$ cat config.mk
export PLATFORM = sky130hd
export DESIGN_NAME = mips_instr_encoder_flat
export DESIGN_NICKNAME = d
export VERILOG_FILES = /design/src/rtl/mips_isa_pkg.sv /design/src/rtl/mips_instr_encoder_if.sv /design/src/rtl/mips_word_pack.sv /design/src/rtl/mips_instr_encoder.sv /design/src/flat_wrapper.sv
export SDC_FILE = /design/constraint.sdc
export NUM_CORES = 1
export LEC_CHECK = 0
export CAP_MARGIN = 20
export CORE_MARGIN = 2
export CORE_UTILIZATION = 42
export DETAILED_ROUTE_END_ITERATION = 10
export PLACE_DENSITY = 0.88
export SLEW_MARGIN = 20
export SYNTH_ARGS = -nofsm -noshare
export SYNTH_HDL_FRONTEND = slang
export SYNTH_SLANG_ARGS = --single-unit
$ cat constraint.sdc
create_clock -name clk -period 1.62 [get_ports clk]
set_input_delay 0.405 -clock clk [delete_from_list [all_inputs] [get_ports clk]]
set_output_delay 0.405 -clock clk [all_outputs]
set_load 0.01 [all_outputs]
$ cat src/rtl/mips_isa_pkg.sv
// Shared MIPS ISA constants for the instruction encoder and the control decoder.
// Opcodes, the supported R-type funct codes, the kind enum and the encoder FSM states.
package mips_isa_pkg;

  localparam logic [5:0] OP_RTYPE = 6'b000000;
  localparam logic [5:0] OP_LW    = 6'b100011;
  localparam logic [5:0] OP_SW    = 6'b101011;
  localparam logic [5:0] OP_BEQ   = 6'b000100;

  localparam logic [5:0] FUNCT_ADD = 6'h20;
  localparam logic [5:0] FUNCT_SUB = 6'h22;
  localparam logic [5:0] FUNCT_AND = 6'h24;
  localparam logic [5:0] FUNCT_OR  = 6'h25;
  localparam logic [5:0] FUNCT_SLT = 6'h2A;

  typedef enum logic [1:0] {
    KindR   = 2'd0,
    KindLw  = 2'd1,
    KindSw  = 2'd2,
    KindBeq = 2'd3
  } instrKind_t;

  typedef enum logic [1:0] {
    StIdle = 2'd0,
    StFill = 2'd1,
    StFull = 2'd2
  } encState_t;

  function automatic logic isLegalFunct(input logic [5:0] funct);
    return funct inside {FUNCT_ADD, FUNCT_SUB, FUNCT_AND, FUNCT_OR, FUNCT_SLT};
  endfunction

endpackage

$ cat src/rtl/mips_instr_encoder_if.sv
// Field-level instruction input handshake plus the instruction-memory write side.
// The slave modport is the encoder's view; the master modport is the producer's view.
interface mips_instr_encoder_if #(
  parameter int unsigned ADDR_W = 6
);
  logic              in_valid;
  logic              in_ready;
  logic [1:0]        in_kind;
  logic [4:0]        in_rs;
  logic [4:0]        in_rt;
  logic [4:0]        in_rd;
  logic [4:0]        in_shamt;
  logic [5:0]        in_funct;
  logic [15:0]       in_imm;
  logic              imem_we;
  logic [ADDR_W-1:0] imem_addr;
  logic [31:0]       imem_wdata;
  logic [ADDR_W:0]   word_count;
  logic              full;
  logic              err;

  modport master (
    output in_valid, in_kind, in_rs, in_rt, in_rd, in_shamt, in_funct, in_imm,
    input  in_ready, imem_we, imem_addr, imem_wdata, word_count, full, err
  );

  modport slave (
    input  in_valid, in_kind, in_rs, in_rt, in_rd, in_shamt, in_funct, in_imm,
    output in_ready, imem_we, imem_addr, imem_wdata, word_count, full, err
  );
endinterface

$ cat src/rtl/mips_word_pack.sv
// Combinational packer: instruction fields to a 32-bit MIPS word.
module mips_word_pack
  import mips_isa_pkg::*;
(
  input  instrKind_t  kind_i,
  input  logic [4:0]  rs_i,
  input  logic [4:0]  rt_i,
  input  logic [4:0]  rd_i,
  input  logic [4:0]  shamt_i,
  input  logic [5:0]  funct_i,
  input  logic [15:0] imm_i,
  output logic [31:0] word_o
);

  always_comb begin
    word_o = '0;
    unique case (kind_i)
      KindR:   word_o = {OP_RTYPE, rs_i, rt_i, rd_i, shamt_i, funct_i};
      KindLw:  word_o = {OP_LW, rs_i, rt_i, imm_i};
      KindSw:  word_o = {OP_SW, rs_i, rt_i, imm_i};
      KindBeq: word_o = {OP_BEQ, rs_i, rt_i, imm_i};
      default: word_o = '0;
    endcase
  end

endmodule

$ cat src/rtl/mips_instr_encoder.sv
// Streaming MIPS instruction encoder and sequential instruction-memory loader.
// Optional build macro ENC_CHECK_EN drops R-type words with unsupported funct and flags err.
module mips_instr_encoder
  import mips_isa_pkg::*;
#(
  parameter int unsigned DEPTH  = 64,
  parameter int unsigned ADDR_W = 6
) (
  input  logic               clk,
  input  logic               rst,
  input  logic               clear,
  mips_instr_encoder_if.slave bus
);

  localparam logic [ADDR_W:0] DepthCount = (ADDR_W + 1)'(DEPTH);

  encState_t         stateQ, stateD;
  logic [ADDR_W:0]   countQ, countD;
  logic              weQ;
  logic [ADDR_W-1:0] addrQ;
  logic [31:0]       wdataQ;
  logic [31:0]       packedWord;
  logic              xfer;
  logic              illegal;
  logic              doWrite;

  mips_word_pack u_pack (
    .kind_i  (instrKind_t'(bus.in_kind)),
    .rs_i    (bus.in_rs),
    .rt_i    (bus.in_rt),
    .rd_i    (bus.in_rd),
    .shamt_i (bus.in_shamt),
    .funct_i (bus.in_funct),
    .imm_i   (bus.in_imm),
    .word_o  (packedWord)
  );

  assign bus.in_ready = (stateQ != StFull);
  assign xfer         = bus.in_valid && bus.in_ready;

`ifdef ENC_CHECK_EN
  logic errQ, errD;
  assign illegal = xfer && (instrKind_t'(bus.in_kind) == KindR) && !isLegalFunct(bus.in_funct);
`else
  assign illegal = 1'b0;
`endif

  // clear discards any word presented in the same cycle
  assign doWrite = xfer && !illegal && !clear;

  always_comb begin
    stateD = stateQ;
    countD = countQ;
    if (clear) begin
      stateD = StIdle;
      countD = '0;
    end else if (doWrite) begin
      countD = countQ + 1'b1;
      stateD = (countD == DepthCount) ? StFull : StFill;
    end
  end

  always_ff @(posedge clk or posedge rst) begin
    if (rst) begin
      stateQ <= StIdle;
      countQ <= '0;
      weQ    <= 1'b0;
      addrQ  <= '0;
      wdataQ <= '0;
    end else begin
      stateQ <= stateD;
      countQ <= countD;
      weQ    <= doWrite;
      if (doWrite) begin
        addrQ  <= countQ[ADDR_W-1:0];
        wdataQ <= packedWord;
      end
    end
  end

`ifdef ENC_CHECK_EN
  always_comb begin
    errD = errQ;
    if (clear) begin
      errD = 1'b0;
    end else if (illegal) begin
      errD = 1'b1;
    end
  end

  always_ff @(posedge clk or posedge rst) begin
    if (rst) begin
      errQ <= 1'b0;
    end else begin
      errQ <= errD;
    end
  end

  assign bus.err = errQ;
`else
  assign bus.err = 1'b0;
`endif

  assign bus.imem_we    = weQ;
  assign bus.imem_addr  = addrQ;
  assign bus.imem_wdata = wdataQ;
  assign bus.word_count = countQ;
  assign bus.full       = (stateQ == StFull);

endmodule
$ cat src/flat_wrapper.sv
// flat-port wrapper written by rule: the top's interface ports become plain ports
module mips_instr_encoder_flat import mips_isa_pkg::*;
#(
  parameter int unsigned DEPTH  = 64,
  parameter int unsigned ADDR_W = 6
)
  (clk, rst, clear, bus_in_valid, bus_in_kind, bus_in_rs, bus_in_rt, bus_in_rd, bus_in_shamt, bus_in_funct, bus_in_imm, bus_in_ready, bus_imem_we, bus_imem_addr, bus_imem_wdata, bus_word_count, bus_full, bus_err);
  mips_instr_encoder_if #(.ADDR_W(ADDR_W)) bus_i ();
  input  logic clk;
  input  logic rst;
  input  logic clear;
  input wire logic [$bits(bus_i.in_valid)-1:0] bus_in_valid;
  input wire logic [$bits(bus_i.in_kind)-1:0] bus_in_kind;
  input wire logic [$bits(bus_i.in_rs)-1:0] bus_in_rs;
  input wire logic [$bits(bus_i.in_rt)-1:0] bus_in_rt;
  input wire logic [$bits(bus_i.in_rd)-1:0] bus_in_rd;
  input wire logic [$bits(bus_i.in_shamt)-1:0] bus_in_shamt;
  input wire logic [$bits(bus_i.in_funct)-1:0] bus_in_funct;
  input wire logic [$bits(bus_i.in_imm)-1:0] bus_in_imm;
  output wire logic [$bits(bus_i.in_ready)-1:0] bus_in_ready;
  output wire logic [$bits(bus_i.imem_we)-1:0] bus_imem_we;
  output wire logic [$bits(bus_i.imem_addr)-1:0] bus_imem_addr;
  output wire logic [$bits(bus_i.imem_wdata)-1:0] bus_imem_wdata;
  output wire logic [$bits(bus_i.word_count)-1:0] bus_word_count;
  output wire logic [$bits(bus_i.full)-1:0] bus_full;
  output wire logic [$bits(bus_i.err)-1:0] bus_err;
  assign bus_i.in_valid = bus_in_valid;
  assign bus_i.in_kind = bus_in_kind;
  assign bus_i.in_rs = bus_in_rs;
  assign bus_i.in_rt = bus_in_rt;
  assign bus_i.in_rd = bus_in_rd;
  assign bus_i.in_shamt = bus_in_shamt;
  assign bus_i.in_funct = bus_in_funct;
  assign bus_i.in_imm = bus_in_imm;
  assign bus_in_ready = bus_i.in_ready;
  assign bus_imem_we = bus_i.imem_we;
  assign bus_imem_addr = bus_i.imem_addr;
  assign bus_imem_wdata = bus_i.imem_wdata;
  assign bus_word_count = bus_i.word_count;
  assign bus_full = bus_i.full;
  assign bus_err = bus_i.err;
  mips_instr_encoder #(.DEPTH(DEPTH), .ADDR_W(ADDR_W)) u_core (.clk(clk), .rst(rst), .clear(clear), .bus(bus_i));
endmodule
---- Yosys cells after proc, flatten, opt, wreduce, memory -nomap -nowiden ----
Cells that the tools add are included.
operators by class
  $add $sub $neg .......................... 1
  multiplexer cells ....................... 6
  equal/unequal tests ..................... 6
  reduce and logical (&&, ||, !) cells .... 5
operators by type and width
  cell                 count
  $pmux 32 s4          1
  $mux 7               2
  $add 7x1->7 const B  1
  $eq 7x7->1 const B   1
  $eq 2x2->1 const B   3
  $mux 2               3
  $eq 2x1->1 const B   1
  $logic_and 1x1->1    2
  $logic_not 2->1      1
  $ne 2x2->1 const B   1
  $reduce_bool 2->1    1
  $logic_not 1->1      1
storage, ports and cells
  logic and storage cells ................. 23
  flip-flop bits (word level) ............. 48
  output and inout port bits .............. 49

---- Depth between registers and ports, before layout ----
  depth after elaboration ................. 5
  gate-level depth with buffers ........... 6
  depth with buffers taken out ............ 5

---- Modules after synthesis ----
A second synthesis with hierarchy kept.
second synthesis, totals
  cell total of the unflattened synthesis .. 214
  area total of the unflattened synthesis .. 2,399.8 µm²
modules (own cells, without submodules)
  module              instances  cells each  area each (µm²)  seq. area each (µm²)
  mips_instr_encoder  1          141         1,983.2          1,201.2
  mips_word_pack      1          73          416.6            0.0

---- Worst setup path before layout ----
No wires, ideal clock.
  kind .................................... input to register
  start ................................... in bus_in_kind[1]
  end ..................................... reg u_core.wdataQ[3] (netlist: u_core.bus.imem_wdata[3])
  buffers on the path ..................... 1
  stages on the path ...................... 6
  slack ................................... -0.006 ns
  arrival ................................. 1.502 ns
  required time ........................... 1.495 ns
  cell sequence ........................... inv_1 ha_1 nor3_2 buf_2 o31ai_1 mux2_2
on the way
  longest elaborated chain between the ends .. 2
  elaborated cells on any way between the ends .. 5
  classes of those cells .................. eq/ne: 3; mux: 1; reduce/logical: 1
RTL lines
  item                                line                      RTL
  from (decl)                         flat_wrapper.sv:13        input wire logic [$bits(bus_i.in_kind)-1:0] bus_in_kind;
  $eq 2x2->1 (tied with other cells)  mips_word_pack.sv:17      unique case (kind_i)
  $pmux 32 s4 *                       mips_word_pack.sv:17
  to (signal assigned)                mips_instr_encoder.sv:76  wdataQ <= packedWord;
  to (decl)                           mips_instr_encoder.sv:21  logic [31:0] wdataQ;
Mark *: on every way between the ends. The rest lies on a longest branch, timed or not. The select of a mux whose other input is x is not followed.
A chain may end at the register's enable or synchronous reset.

---- Worst setup path in the final report ----
  start ................................... reg u_core.wdataQ[10] (netlist: u_core.bus.imem_wdata[10])
  end ..................................... out bus_imem_wdata[10]
RTL lines
  item       line                RTL
  to (decl)  flat_wrapper.sv:23  output wire logic [$bits(bus_i.imem_wdata)-1:0] bus_imem_wdata;
No word-level cell between the ends.

==> reports/qor.yml <==
status: "finished, final reports clean"
num_io_pins: 97
yosys_most_used_dff: "dfrtp_1"
vias: 1889
p_leak_nw: 1.98
gp_congestion: 0.831
clk_latency_ns: 0.29
antenna_found_initial: 0
syn_to_final_growth_pct: 58.8
nets: 362
remaining_drc_errors: 0
hp-class: "in2async"
wl_mm: 5.66
hold_ws_ns: 0.463
die_h_um: 77.1
power_density_nw_per_um2: 776
rows: 26
cpPeakStageDelay_ns: 0.54
r2r_cells: 5
hpwl_mm: 3.88
mostFrequentLayoutCells: "clkdlybuf4s50_1 (48), dfrtp_1 (42), mux2_2 (37), dlymetal6s2s_1 (30)"
r2r_end: "u_core.bus.word_count[6]$_DFFE_PP0P_"
routed_via_density: 5.01
fin_crit_ns: 1.57
drtPass1Iterations: 4
max-cap-violations: 0
synth_seq_cells: 45
tns_ns: 0
die-width_um: 77.1
core_area_um2: 5140
layout_commonest_cell: "clkdlybuf4s50_1"
clock-skew-final_ns: 0.00635
cp-endpoint: "bus_imem_wdata[10]"
drtIter0Drc: 34
grt-ovfl-total: 0
root_buffer: "clkbuf_8"
final_antenna_net_count: 0
synth_edf_count: 0
drive_above_1_share: 0.244
ir_drop_uv: 581
fin_crit_sh: 0.971
cts_htree_levels: 2
grt_max_degree: 46
setup_viol_count_final: 0
cp.required_ns: 1.21
avgRoutedWirePerCell_um: 15.0
rsz0062_at_grt: "no"
dieArea_um2: 5950
worstPathCellList: "clkdlybuf4s50_1"
cts.sinks: 45
netlist_area_um2: 2250
ys_types: 29
cts_buffer_depth: 2
slew_violations: 0
antenna_cells: 0
path_max_fanout: 2
ys_warn_count: 0
holdBufCountCts: 0
io_buffers: 94
synth_seq_area_share: 0.501
cp_num_cells: 1
path_clk_slew_ns: 0.08
cpLargestDelayFamily: "buffers and inverters"
crit_type: "reg2out"
utilization: 0.694
grt_pass1_wl_mm: 9.28
cts_buffers: 5
r2r_slack_ns: 0.08
grt.total_usage: 0.196
fmax_mhz: 636
start_util: 0.437
rr_startpoint: "u_core.bus.word_count[0]$_DFFE_PP0P_"
power_w: 0.00277
synthCells: 198
cp_data_arrival_time_ns: 1.17
finalHoldViolCount: 0
syn_area_per_cell_um2: 11.3
synth-async-reset-ratio: 1.00
crit_path_top_delay_cell: "clkdlybuf4s50_1"
start_kind: "flop"
end_kind: "output port"
grt_pass1_vias: 1950
cp_num_buf_inv: 1
setup.worst_path.start: "u_core.bus.imem_wdata[10]$_DFFE_PP0P_"
cts_tree: "built"
timing repair:
action                                 in CTS  in global routing
setup endpoints to repair                  53                 39
cloned                                      1                  0
endpoints found under the hold margin       0                  0
pin swaps                                   1                  1
setup buffers                               5                  0
resized for setup                          26                 33
flip-flops by register name, summed over array words and instances, names as in the netlist:
register and count:
u_core.bus.word_count 7, u_core.bus.imem_we 1, u_core.bus.imem_wdata 29, u_core.bus.imem_addr 6, u_core.stateQ 2
Yosys cell counts (all sizes together) (2+ instances only):
cell | n | area share
inv | 23 | 0.038
nor4 | 3 | 0.0084
o31ai | 19 | 0.064
dfrtp | 45 | 0.50
nand3 | 4 | 0.0089
nor2b | 2 | 0.0056
nor2 | 2 | 0.0033
nor3 | 3 | 0.014
o21ai | 2 | 0.0045
mux2 | 37 | 0.19
clkbuf | 5 | 0.0084
buf | 9 | 0.033
nand2 | 20 | 0.033
ha | 7 | 0.039
a21oi | 6 | 0.013
or4 | 3 | 0.010
worst min path at each step:
stage | cells past startpoint | endpoint | start
after floorplan | 1 | u_core.bus.imem_addr[0]$_DFFE_PP0P_ | u_core.bus.imem_addr[0]$_DFFE_PP0P_
after global placement | 1 | u_core.bus.imem_wdata[20]$_DFFE_PP0P_ | u_core.bus.imem_wdata[20]$_DFFE_PP0P_
after detailed placement | 1 | u_core.bus.imem_wdata[3]$_DFFE_PP0P_ | u_core.bus.imem_wdata[3]$_DFFE_PP0P_
after CTS | 3 | u_core.stateQ[1]$_DFFE_PP0P_ | rst
after global routing | 3 | u_core.bus.imem_wdata[17]$_DFFE_PP0P_ | rst
final | 3 | u_core.bus.imem_addr[1]$_DFFE_PP0P_ | rst
report_power, final:
group | internal, W | total [W] | switching, W
Sequential | 0.00125 | 0.00132 | 0.0000657
Clock | 0.000339 | 0.000691 | 0.000352
Combinational | 0.000462 | 0.000760 | 0.000298
final cells by class:
class / count / area [µm²]
Clock buffer: 7 / 86.3
Fill cell: 409 / 1570
Inverter: 23 / 91.3
Multi-Input combinational cell: 117 / 951
Sequential cell: 45 / 1130
Tap cell: 70 / 87.6
Timing Repair Buffer: 115 / 1220
logic make-up (layout without fill, tap and decap cells):
logic type | count (synthesis) | in the layout | share of synthesized area
flip-flops | 45 | 45 | 0.501
other | 1 | 2 | 0.00167
AND/OR/NAND/NOR | 41 | 41 | 0.0997
buffers and inverters | 37 | 145 | 0.0797
adder cells (fa/ha/maj) | 7 | 7 | 0.0390
multiplexers | 37 | 37 | 0.186
AO/OA/AOI/OAI | 30 | 30 | 0.0930
stage by stage:
step	cell area [µm²]	std cells	setup WS, ns
floorplan	2260	199	0.0464
global placement	3350	364	-0.434
detailed placement	3350	364	-0.495
CTS	3500	377	0.00143
global route	3570	377	0.00147
finish	3570	377	0.0474
per-layer routing:
metal,vias up,share of wire,global-route usage
li1,897,-,-
met1,915,0.43,0.244
met2,72,0.50,0.340
met4,0,0.0087,0.0429
met5,-,0,0
met3,5,0.063,0.0541
No activity file was read; power rests on OpenSTA's default activity.
